--- src/rtl/lock_pkg.sv ---
// Shared types and helpers for the electronics_lock_gen code lock.
package lock_pkg;

  typedef enum logic [1:0] {
    ENTRY    = 2'd0,
    UNLOCKED = 2'd1,
    LOCKOUT  = 2'd2,
    PROG     = 2'd3
  } lock_state_t;

  typedef enum logic [1:0] {
    NONE   = 2'd0,
    D0     = 2'd1,
    D1     = 2'd2,
    CANCEL = 2'd3
  } btn_ev_t;

  function automatic btn_ev_t decode_btn(input logic b0, input logic b1);
    btn_ev_t ev;
    case ({b1, b0})
      2'b01:   ev = D0;
      2'b10:   ev = D1;
      2'b11:   ev = CANCEL;
      default: ev = NONE;
    endcase
    return ev;
  endfunction

  function automatic int max_int(input int a, input int b);
    return (a > b) ? a : b;
  endfunction

endpackage

--- src/rtl/lock_timer.sv ---
// Loadable down-counter shared by the unlock hold and the lockout hold.
module lock_timer #(
  parameter int WIDTH = 5
) (
  input  logic             clk,
  input  logic             reset,
  input  logic             load_i,
  input  logic [WIDTH-1:0] value_i,
  input  logic             en_i,
  output logic             expire_o
);

  logic [WIDTH-1:0] cnt_q;
  logic [WIDTH-1:0] cnt_d;

  // Load takes priority over counting; the count parks at zero.
  always_comb begin
    cnt_d = cnt_q;
    if (load_i) begin
      cnt_d = value_i;
    end else if (en_i && (cnt_q != {WIDTH{1'b0}})) begin
      cnt_d = cnt_q - WIDTH'(1);
    end else begin
      cnt_d = cnt_q;
    end
  end

  // Counter register.
  always_ff @(posedge clk or negedge reset) begin
    if (!reset) begin
      cnt_q <= {WIDTH{1'b0}};
    end else begin
      cnt_q <= cnt_d;
    end
  end

  // Expire fires during the last held cycle so the owner leaves on that edge.
  assign expire_o = en_i && (cnt_q == WIDTH'(1));

endmodule

--- src/rtl/electronics_lock_gen.sv ---
// Whole-word code lock with unlock hold, failure lockout and, when
// LOCK_PROGRAM_EN is defined, code reprogramming while unlocked.
module electronics_lock_gen
  import lock_pkg::*;
#(
  parameter int                  CODE_LEN       = 5,
  parameter logic [CODE_LEN-1:0] DEFAULT_CODE   = 5'b01011,
  parameter int                  MAX_TRIES      = 3,
  parameter int                  UNLOCK_CYCLES  = 8,
  parameter int                  LOCKOUT_CYCLES = 16
) (
  input  logic                           clk,
  input  logic                           reset,
  input  logic                           b0,
  input  logic                           b1,
  output logic                           unlock,
  output logic                           lockout,
  output logic                           err,
  output logic [$clog2(MAX_TRIES+1)-1:0] fail_cnt
);

  localparam int POS_W  = (CODE_LEN > 1) ? $clog2(CODE_LEN) : 1;
  localparam int FAIL_W = $clog2(MAX_TRIES + 1);
  localparam int TMR_W  = $clog2(max_int(UNLOCK_CYCLES, LOCKOUT_CYCLES) + 1);
  localparam logic [POS_W-1:0]  LAST_POS = POS_W'(CODE_LEN - 1);
  localparam logic [FAIL_W-1:0] FAIL_MAX = FAIL_W'(MAX_TRIES);

  lock_state_t       state_q, state_d;
  logic [POS_W-1:0]  pos_q, pos_d;
  logic              mis_q, mis_d;
  logic [FAIL_W-1:0] fail_q, fail_d;
  logic              err_q, err_d;
  logic              unlock_q, unlock_d;
  logic              lockout_q, lockout_d;

  btn_ev_t           ev_s;
  logic              digit_s;
  logic              bad_s;
  logic [FAIL_W-1:0] fail_inc_s;
  logic [CODE_LEN-1:0] code_s;

  logic              tmr_load_s;
  logic [TMR_W-1:0]  tmr_val_s;
  logic              tmr_en_s;
  logic              tmr_expire_s;

`ifdef LOCK_PROGRAM_EN
  logic [CODE_LEN-1:0] code_q, code_d;
  logic [CODE_LEN-1:0] stage_q, stage_d;
  logic [CODE_LEN-1:0] stage_shift_s;

  assign code_s        = code_q;
  assign stage_shift_s = CODE_LEN'({stage_q, digit_s});
`else
  assign code_s = DEFAULT_CODE;
`endif

  assign ev_s       = decode_btn(b0, b1);
  assign digit_s    = (ev_s == D1);
  assign bad_s      = (digit_s != code_s[LAST_POS - pos_q]);
  assign fail_inc_s = fail_q + FAIL_W'(1);

  lock_timer #(
    .WIDTH (TMR_W)
  ) u_timer (
    .clk      (clk),
    .reset    (reset),
    .load_i   (tmr_load_s),
    .value_i  (tmr_val_s),
    .en_i     (tmr_en_s),
    .expire_o (tmr_expire_s)
  );

  // Next-state, timer control and next registered outputs.
  always_comb begin
    state_d    = state_q;
    pos_d      = pos_q;
    mis_d      = mis_q;
    fail_d     = fail_q;
    err_d      = 1'b0;
    tmr_load_s = 1'b0;
    tmr_val_s  = {TMR_W{1'b0}};
    tmr_en_s   = 1'b0;
`ifdef LOCK_PROGRAM_EN
    code_d     = code_q;
    stage_d    = stage_q;
`endif

    case (state_q)
      ENTRY: begin
        case (ev_s)
          D0, D1: begin
            if (pos_q == LAST_POS) begin
              pos_d = {POS_W{1'b0}};
              mis_d = 1'b0;
              if (!(mis_q || bad_s)) begin
                state_d    = UNLOCKED;
                fail_d     = {FAIL_W{1'b0}};
                tmr_load_s = 1'b1;
                tmr_val_s  = TMR_W'(UNLOCK_CYCLES);
              end else begin
                err_d  = 1'b1;
                fail_d = fail_inc_s;
                if (fail_inc_s == FAIL_MAX) begin
                  state_d    = LOCKOUT;
                  tmr_load_s = 1'b1;
                  tmr_val_s  = TMR_W'(LOCKOUT_CYCLES);
                end else begin
                  state_d = ENTRY;
                end
              end
            end else begin
              pos_d = pos_q + POS_W'(1);
              mis_d = mis_q | bad_s;
            end
          end
          CANCEL: begin
            pos_d = {POS_W{1'b0}};
            mis_d = 1'b0;
          end
          default: begin
            pos_d = pos_q;
          end
        endcase
      end

      UNLOCKED: begin
        tmr_en_s = 1'b1;
        if (tmr_expire_s) begin
          state_d = ENTRY;
`ifdef LOCK_PROGRAM_EN
        end else if (ev_s == CANCEL) begin
          state_d = PROG;
          pos_d   = {POS_W{1'b0}};
          stage_d = {CODE_LEN{1'b0}};
`endif
        end else begin
          state_d = UNLOCKED;
        end
      end

      LOCKOUT: begin
        tmr_en_s = 1'b1;
        if (tmr_expire_s) begin
          state_d = ENTRY;
          fail_d  = {FAIL_W{1'b0}};
        end else begin
          state_d = LOCKOUT;
        end
      end

`ifdef LOCK_PROGRAM_EN
      PROG: begin
        case (ev_s)
          D0, D1: begin
            stage_d = stage_shift_s;
            if (pos_q == LAST_POS) begin
              code_d  = stage_shift_s;
              pos_d   = {POS_W{1'b0}};
              state_d = ENTRY;
            end else begin
              pos_d = pos_q + POS_W'(1);
            end
          end
          CANCEL: begin
            stage_d = {CODE_LEN{1'b0}};
            pos_d   = {POS_W{1'b0}};
            state_d = ENTRY;
          end
          default: begin
            state_d = PROG;
          end
        endcase
      end
`endif

      default: begin
        state_d = ENTRY;
        pos_d   = {POS_W{1'b0}};
        mis_d   = 1'b0;
      end
    endcase

    unlock_d  = (state_d == UNLOCKED) || (state_d == PROG);
    lockout_d = (state_d == LOCKOUT);
  end

  // State and registered outputs.
  always_ff @(posedge clk or negedge reset) begin
    if (!reset) begin
      state_q   <= ENTRY;
      pos_q     <= {POS_W{1'b0}};
      mis_q     <= 1'b0;
      fail_q    <= {FAIL_W{1'b0}};
      err_q     <= 1'b0;
      unlock_q  <= 1'b0;
      lockout_q <= 1'b0;
    end else begin
      state_q   <= state_d;
      pos_q     <= pos_d;
      mis_q     <= mis_d;
      fail_q    <= fail_d;
      err_q     <= err_d;
      unlock_q  <= unlock_d;
      lockout_q <= lockout_d;
    end
  end

`ifdef LOCK_PROGRAM_EN
  // Programmable code and its staging register.
  always_ff @(posedge clk or negedge reset) begin
    if (!reset) begin
      code_q  <= DEFAULT_CODE;
      stage_q <= {CODE_LEN{1'b0}};
    end else begin
      code_q  <= code_d;
      stage_q <= stage_d;
    end
  end
`endif

  assign unlock   = unlock_q;
  assign lockout  = lockout_q;
  assign err      = err_q;
  assign fail_cnt = fail_q;

endmodule

--- config.mk ---
export PLATFORM = sky130hd
export DESIGN_NAME = electronics_lock_gen
export DESIGN_NICKNAME = d
export VERILOG_FILES = /design/src/rtl/lock_pkg.sv /design/src/rtl/lock_timer.sv /design/src/rtl/electronics_lock_gen.sv
export SDC_FILE = /design/constraint.sdc
export NUM_CORES = 1
export LEC_CHECK = 0
export BUFFER_PORTS_ARGS = -buffer_cell sky130_fd_sc_hd__buf_4
export CORE_MARGIN = 1.5
export CORE_UTILIZATION = 57
export DETAILED_ROUTE_END_ITERATION = 10
export PLACE_DENSITY = 0.8
export SETUP_SLACK_MARGIN = 0.2
export SLEW_MARGIN = 30
export SYNTH_ARGS = -nofsm -noshare
export SYNTH_HDL_FRONTEND = slang
export SYNTH_SLANG_ARGS = --single-unit
--- constraint.sdc ---
create_clock -name clk -period 2.5 [get_ports clk]
set_input_delay 0.5 -clock clk [delete_from_list [all_inputs] [get_ports clk]]
set_output_delay 0.5 -clock clk [all_outputs]
set_load 0.01 [all_outputs]
# Word level (Yosys, flattened, before mapping)
# Memories as Yosys holds them, arrays and structs flattened.
# Cells that the tools add are included.
[op_classes] addsub=4 magnitude_cmp=1 eq_ne=19 mux=37 bitwise=2 n_reduce_logical=12
[op_table] op="5-bit two-way mux" n=7
[op_table] op="2-bit two-way mux" n=9
[op_table] op="2-bit equality test, second input constant" n=8
[op_table] op="1-bit two-way mux" n=13
[op_table] op="2-bit case mux with 3 select lines" n=2
[op_table] op="3-bit case mux with 2 select lines" n=2
[op_table] op="2-bit by 1-bit equality test with 1-bit output, second input constant" n=4
[op_table] op="5-bit by 1-bit equality test with 1-bit output, second input constant" n=1
[op_table] op="5-bit nonzero test" n=1
[op_table] op="5-bit by 1-bit subtractor with 5-bit output, second input constant" n=1
[op_table] op="3-bit by 4-bit less-than comparator with 1-bit output, second input constant" n=1
[op_table] op="2-bit != test, second input constant" n=2
[op_table] op="1-bit case mux with 2 select lines" n=2
[op_table] op="2-bit case mux with 2 select lines" n=1
[op_table] op="4-bit AND reduction" n=1
[op_table] op="2-bit nonzero test" n=2
[op_table] op="2-bit OR reduction" n=2
[op_table] op="3-bit by 1-bit adder with 3-bit output, second input constant" n=1
[op_table] op="3-bit equality test, second input constant" n=1
[op_table] op="3-bit two-way mux" n=1
[op_table] op="3-bit by 1-bit != test with 1-bit output, second input constant" n=1
[op_table] op="3-bit subtractor, first input constant" n=1
[op_table] op="2-bit by 1-bit adder with 2-bit output, second input constant" n=1
[op_table] op="1-bit logical AND" n=2
[op_table] op="other kinds (7)" n=8
[totals] ff_bits=16 rom_bits=8 in_bits=4 out_inout_bits=5 elab_cells=84 mem_count=1
[memory_table] name="(name not given)" depth=8 word_bits=1 read_ports=1 rd_clocked_by_memory_dff=0 wr=0 line="electronics_lock_gen.sv:60" text="assign bad_s = (digit_s != code_s[LAST_POS - pos_q]);"

# Logic depth before layout (Yosys ltp)
[depth] ltp_word=11 ltp_mapped=7 mapped_depth_nobuf=7

# Cells and area by module
# A second synthesis with hierarchy kept.
[hier_totals] cells_unflattened=108 hier_area_um2=1042.2
[by_module_without_submodules] mod="electronics_lock_gen" n_inst=1 cells_each=73 area_each_um2=705.7 seq_area_each_um2=250.2
[by_module_without_submodules] mod="lock_timer" n_inst=1 cells_each=35 area_each_um2=336.6 seq_area_each_um2=125.1

# Worst setup path before layout
# Ideal clock, no wire load.
[synth_timing] path_type="register to register" startpoint="register pos_q[0]" endpoint="register lockout_q, in the netlist lockout" setup_time_ns=0.120 t_arrival_ns=1.662 t_required_ns=2.380 path_slack_ns=0.718 path_stages_with_launch=8 n_path_buf=0 period_less_slack_ns=1.782 path_cell_list="dfrtp_1 -> inv_1 -> ha_1 -> ha_1 -> o21a_1 -> nor3_4 -> nand2_1 -> and4_1"
[synth_between] elab_chain_cells=10 elab_cells_between_ends=11 classes_between="add/sub (1); eq/ne (3); mux (5); reduce/logical (1); memory (1)"
[synth_lines] item="start: declaration" line="electronics_lock_gen.sv:29" text="logic [POS_W-1:0] pos_q, pos_d;"
[synth_lines] item="start signal: assignment" line="electronics_lock_gen.sv:192" text="pos_q <= {POS_W{1'b0}};"
[synth_lines] item="start signal: assignment" line="electronics_lock_gen.sv:200" text="pos_q <= pos_d;"
[synth_lines] item="3-bit subtractor" line="electronics_lock_gen.sv:60"
[synth_lines] item="memory read 8 x 1 bit"
[synth_lines] item="1-bit two-way mux (not written as such)" line="electronics_lock_gen.sv:60"
[synth_lines] item="1-bit != test" line="electronics_lock_gen.sv:60"
[synth_lines] item="1-bit logical OR" line="electronics_lock_gen.sv:96" text="if (!(mis_q || bad_s)) begin"
[synth_lines] item="2-bit two-way mux" line="electronics_lock_gen.sv:96"
[synth_lines] item="2-bit two-way mux (*)" line="electronics_lock_gen.sv:93" text="if (pos_q == LAST_POS) begin"
[synth_lines] item="2-bit two-way mux (*)" line="electronics_lock_gen.sv:91" text="case (ev_s)"
[synth_lines] item="2-bit case mux with 3 select lines (*)" line="electronics_lock_gen.sv:89" text="case (state_q)"
[synth_lines] item="2-bit equality test (*)" line="electronics_lock_gen.sv:185" text="lockout_d = (state_d == LOCKOUT);"
[synth_lines] item="named net lockout_d" line="electronics_lock_gen.sv:34" text="logic lockout_q, lockout_d;"
[synth_lines] item="end signal: assignment" line="electronics_lock_gen.sv:205" text="lockout_q <= lockout_d;"
[synth_lines] item="end: declaration" line="electronics_lock_gen.sv:34"
# Mark *: on every way through the listed nets, which the timed path passes. The rest lies on a longest branch. The select of a mux whose other input is x is not followed.
# A chain may end at the register's enable or synchronous reset.

# Worst setup path after layout
[layout_timing] startpoint="register pos_q[0]" endpoint="register u_timer.cnt_q[1]"
[layout_between] elab_chain_cells=10 elab_cells_between_ends=16 classes_between="add/sub (1); eq/ne (2); mux (10); reduce/logical (2); memory (1)"
[layout_lines] item="3-bit subtractor" line="electronics_lock_gen.sv:60"
[layout_lines] item="memory read 8 x 1 bit"
[layout_lines] item="1-bit two-way mux (not written as such)" line="electronics_lock_gen.sv:60"
[layout_lines] item="1-bit != test" line="electronics_lock_gen.sv:60"
[layout_lines] item="1-bit logical OR" line="electronics_lock_gen.sv:96"
[layout_lines] item="5-bit two-way mux / 1-bit two-way mux (equally long branches)" line="electronics_lock_gen.sv:96"
[layout_lines] item="5-bit two-way mux / 1-bit two-way mux (equally long branches)" line="electronics_lock_gen.sv:93"
[layout_lines] item="5-bit two-way mux / 1-bit two-way mux (equally long branches)" line="electronics_lock_gen.sv:91"
[layout_lines] item="5-bit two-way mux / 1-bit two-way mux (equally long branches)" line="electronics_lock_gen.sv:89"
[layout_lines] item="5-bit two-way mux / 2-bit nonzero test (equally long branches)"
[layout_lines] item="end signal: assignment" line="lock_timer.sv:31" text="cnt_q <= {WIDTH{1'b0}};"
[layout_lines] item="end signal: assignment" line="lock_timer.sv:33" text="cnt_q <= cnt_d;"
[layout_lines] item="end: declaration" line="lock_timer.sv:13" text="logic [WIDTH-1:0] cnt_q;"
# Several ways; a longest one is shown, not always the timed one. The select of a mux whose other input is x is not followed.

==> run metrics <==
status=finished, final reports clean; # IOs=9; deepest clock path buffer count=2; post-cts resize count=0; vias post-DR=753; clock share of power=17.2%; Hold Buf Count CTS=0; Stages on worst setup path=7; largest net degree at the start of global routing=17; Routed WL=1690 um; row cnt=15; # fillers=126; Gate power share=42.3%; Synth area leader=dfrtp_1; Mapped Cells=101; Reg2Reg Depth=7; post-route ant nets=0; PnR Total Power=0.00101 W; clk slew on worst S/H paths=0.10 ns; FF+latch area=400 um^2; Core Footprint=1710 um^2; wire length per cell=12.3 um; DIE AREA=2050 um^2; Net Sw Frac=38.6%; nets@finish=132; YS warnings=0; H-tree depth=1; register area share after synthesis=39.3%; Fin Setup TNS=0 ns; Syn Nets=119; Slew @ Worst Pin=0.382 ns; Post-Syn Area=1020 um^2; synth top area cells=dfrtp_1, ha_1, inv_1, nand2_1, nand2b_1; worst vdd ir=0.703 mV; Pint=0.000619 W; Area Overhead vs Synth=12.5%; GRT Total Usage=20.4%; fin crit share=77.8%; Buffers & Inverters on Critical Path=1; antenna cells=0; antenna violations before repair=0; MaxCap Viol Count=0; R2R setup slack=0.56 ns; Hold WC Path Type=primary input to asynchronous set/reset pin; Num Clock Sinks=16; Power Density=879 nW/um^2; FF-to-FF Start=pos_q[0]; first-pass GRT wire length=3020 um; vias in the first global route=701; net switching power=0.000389 W; 1st-pass router iterations=4; Final Hold Vio Count=0; CTS buffer count=3; area of the multi-input gates=586 um^2; critical-path cell list=inv_1, ha_1, ha_1, nor3_1, nor3_4, o21a_1, a211oi_1; Worst path top cell family by delay=adder cells; crit end category=register; PortBufs=8; Worst Path Arrival=2.14 ns; Congestion Overflow GR=0; Die Y=45.3 um; most frequent CP cell=ha_1; leakage power figure=0.551 nW; worst skew pair latency=0.29 ns; area fraction of the dominant cell type after synthesis=39.3%; post-CTS setup buffer count=0; average cell area after synthesis=10.1 um^2; final critical-path required period=1.94 ns; synthesized flop and latch total=16; slew margin rel.=74.3%; worst clock skew=0.00308 ns; Final setup viols=0; Crit Path Category=register to register; CP required=2.70 ns; Synth cell types=30; crit-path max FO=7; HPWL Detailed=1350 um; via-per-instance ratio=5.46; Max Slew Vio Count=0; die width=45.3 um; Initial Utilization=59.7%; r2r endpoint=u_timer.cnt_q[1]; Reg power frac=40.5%; unrepaired setup endpoints after global routing=false; Slowest Stage Delay on Critical Path=0.40 ns; Root Buffer=clkbuf_4; Slowest-stage cell, CP=dfrtp_1; FMAX=514 MHz; gpl congestion=0.804; layout cell share with drive strength beyond 1=15.9%; DRC Markers=0; Critical Path Source Type=register; DR iter-0 viols=12; CTS tree=yes
layout make-up:
class / count / area share (%)
clock buffer: 4 / 3.16
timing repair buffer: 8 / 5.23
multi-input combinational: 76 / 51.0
inverter: 9 / 2.94
sequential: 16 / 34.9
tap: 25 / 2.73
how the worst max path moves through the flow:
stage | startpoint | endpoint | slack, ns
3_3_place_gp | pos_q[0] | lockout | 0.63
5_1_grt | pos_q[0] | lockout | 0.44
4_1_cts | pos_q[0] | lockout | 0.57
6_report | pos_q[0] | u_timer.cnt_q[1] | 0.56
3_5_place_dp | pos_q[0] | lockout | 0.58
2_1_floorplan | pos_q[0] | lockout | 0.72
routing by layer:
| layer | track usage (%) | wire length (um) |
|---|---|---|
| met1 | 30.1 | 850 |
| met2 | 28.6 | 762 |
| met3 | 4.00 | 69 |
| met4 | 9.41 | 11 |
| met5 | 0 | 0 |
registers in the layout, summed over array words and instances (netlist names):
name           flops
fail_cnt           2
pos_q              3
unlock             1
lockout            1
state_q            2
u_timer.cnt_q      5
mis_q              1
err                1
Yosys cell counts (all sizes together):
| cell type | n |
|---|---|
| nor2b | 4 |
| o211ai | 1 |
| nand3 | 3 |
| nand2b | 5 |
| and3 | 1 |
| and2 | 1 |
| nor4 | 3 |
| o21ai | 5 |
| nand2 | 9 |
| inv | 9 |
| mux2 | 1 |
| xnor2 | 2 |
| a31oi | 2 |
| dfrtp | 16 |
| a22o | 1 |
| nor4b | 2 |
| or3 | 1 |
| and4 | 1 |
| a211oi | 1 |
| o21a | 3 |
| nor2 | 5 |
| nor3b | 1 |
| a211o | 1 |
| ha | 14 |
| a21oi | 2 |
| nor3 | 4 |
| a21o | 3 |
through the flow:
step | cell area [um^2] | hold WS [ns] | setup WS [ns] | cells | util, %
final | 1150 | 0.0430 | 0.556 | 138 | 67.2
after floorplan | 1020 | 0.204 | 0.718 | 101 | -
after CTS | 1150 | 0.0489 | 0.567 | 138 | 67.2
after detailed placement | 1110 | 0.366 | 0.584 | 134 | 65.1
after global placement | 1110 | 0.365 | 0.631 | 134 | 65.1
after global routing | 1150 | 0.0580 | 0.441 | 138 | 67.2
cells in the final DEF, fill, tap and decap left out, types with 2 or more instances in the layout:
master / count
nand2_1: 9
nor2_1: 5
nor4b_2: 2
a31oi_1: 2
a21oi_1: 2
buf_4: 8
nand3_1: 3
o21ai_1: 3
dfrtp_1: 16
nor2b_1: 3
inv_1: 9
a21o_1: 3
xnor2_1: 2
nand2b_1: 5
nor4_1: 3
nor3_1: 3
o21a_1: 3
o21ai_0: 2
ha_1: 14
clkbuf_4: 3
worst reg2reg max path, cell delays in order, from the launching register on:
cell	delay (ns)
dfrtp_1	0.40
inv_1	0.08
ha_1	0.20
ha_1	0.29
nor3_1	0.36
nor3_4	0.12
o21a_1	0.21
a211oi_1	0.19
power groups by stage:
stage / logic (W) / registers [W] / clock network [W]
2_1_floorplan: 0.000322 / 0.000403 / 0
3_3_place_gp: 0.000410 / 0.000407 / 0
3_5_place_dp: 0.000425 / 0.000413 / 0
4_1_cts: 0.000428 / 0.000408 / 0.000174
5_1_grt: 0.000484 / 0.000421 / 0.000181
6_report: 0.000427 / 0.000408 / 0.000174
cell families after synthesis:
logic type               count (synthesis)  synth area share, %
AND/OR/NAND/NOR                         40                 24.7
AO/OA/AOI/OAI                           19                 12.8
flip-flops                              16                 39.3
adder cells (fa/ha/maj)                 14                 17.2
buffers and inverters                    9                 3.31
XOR/XNOR                                 2                 1.72
multiplexers                             1                 1.10
No activity file was read; power rests on OpenSTA's default activity.
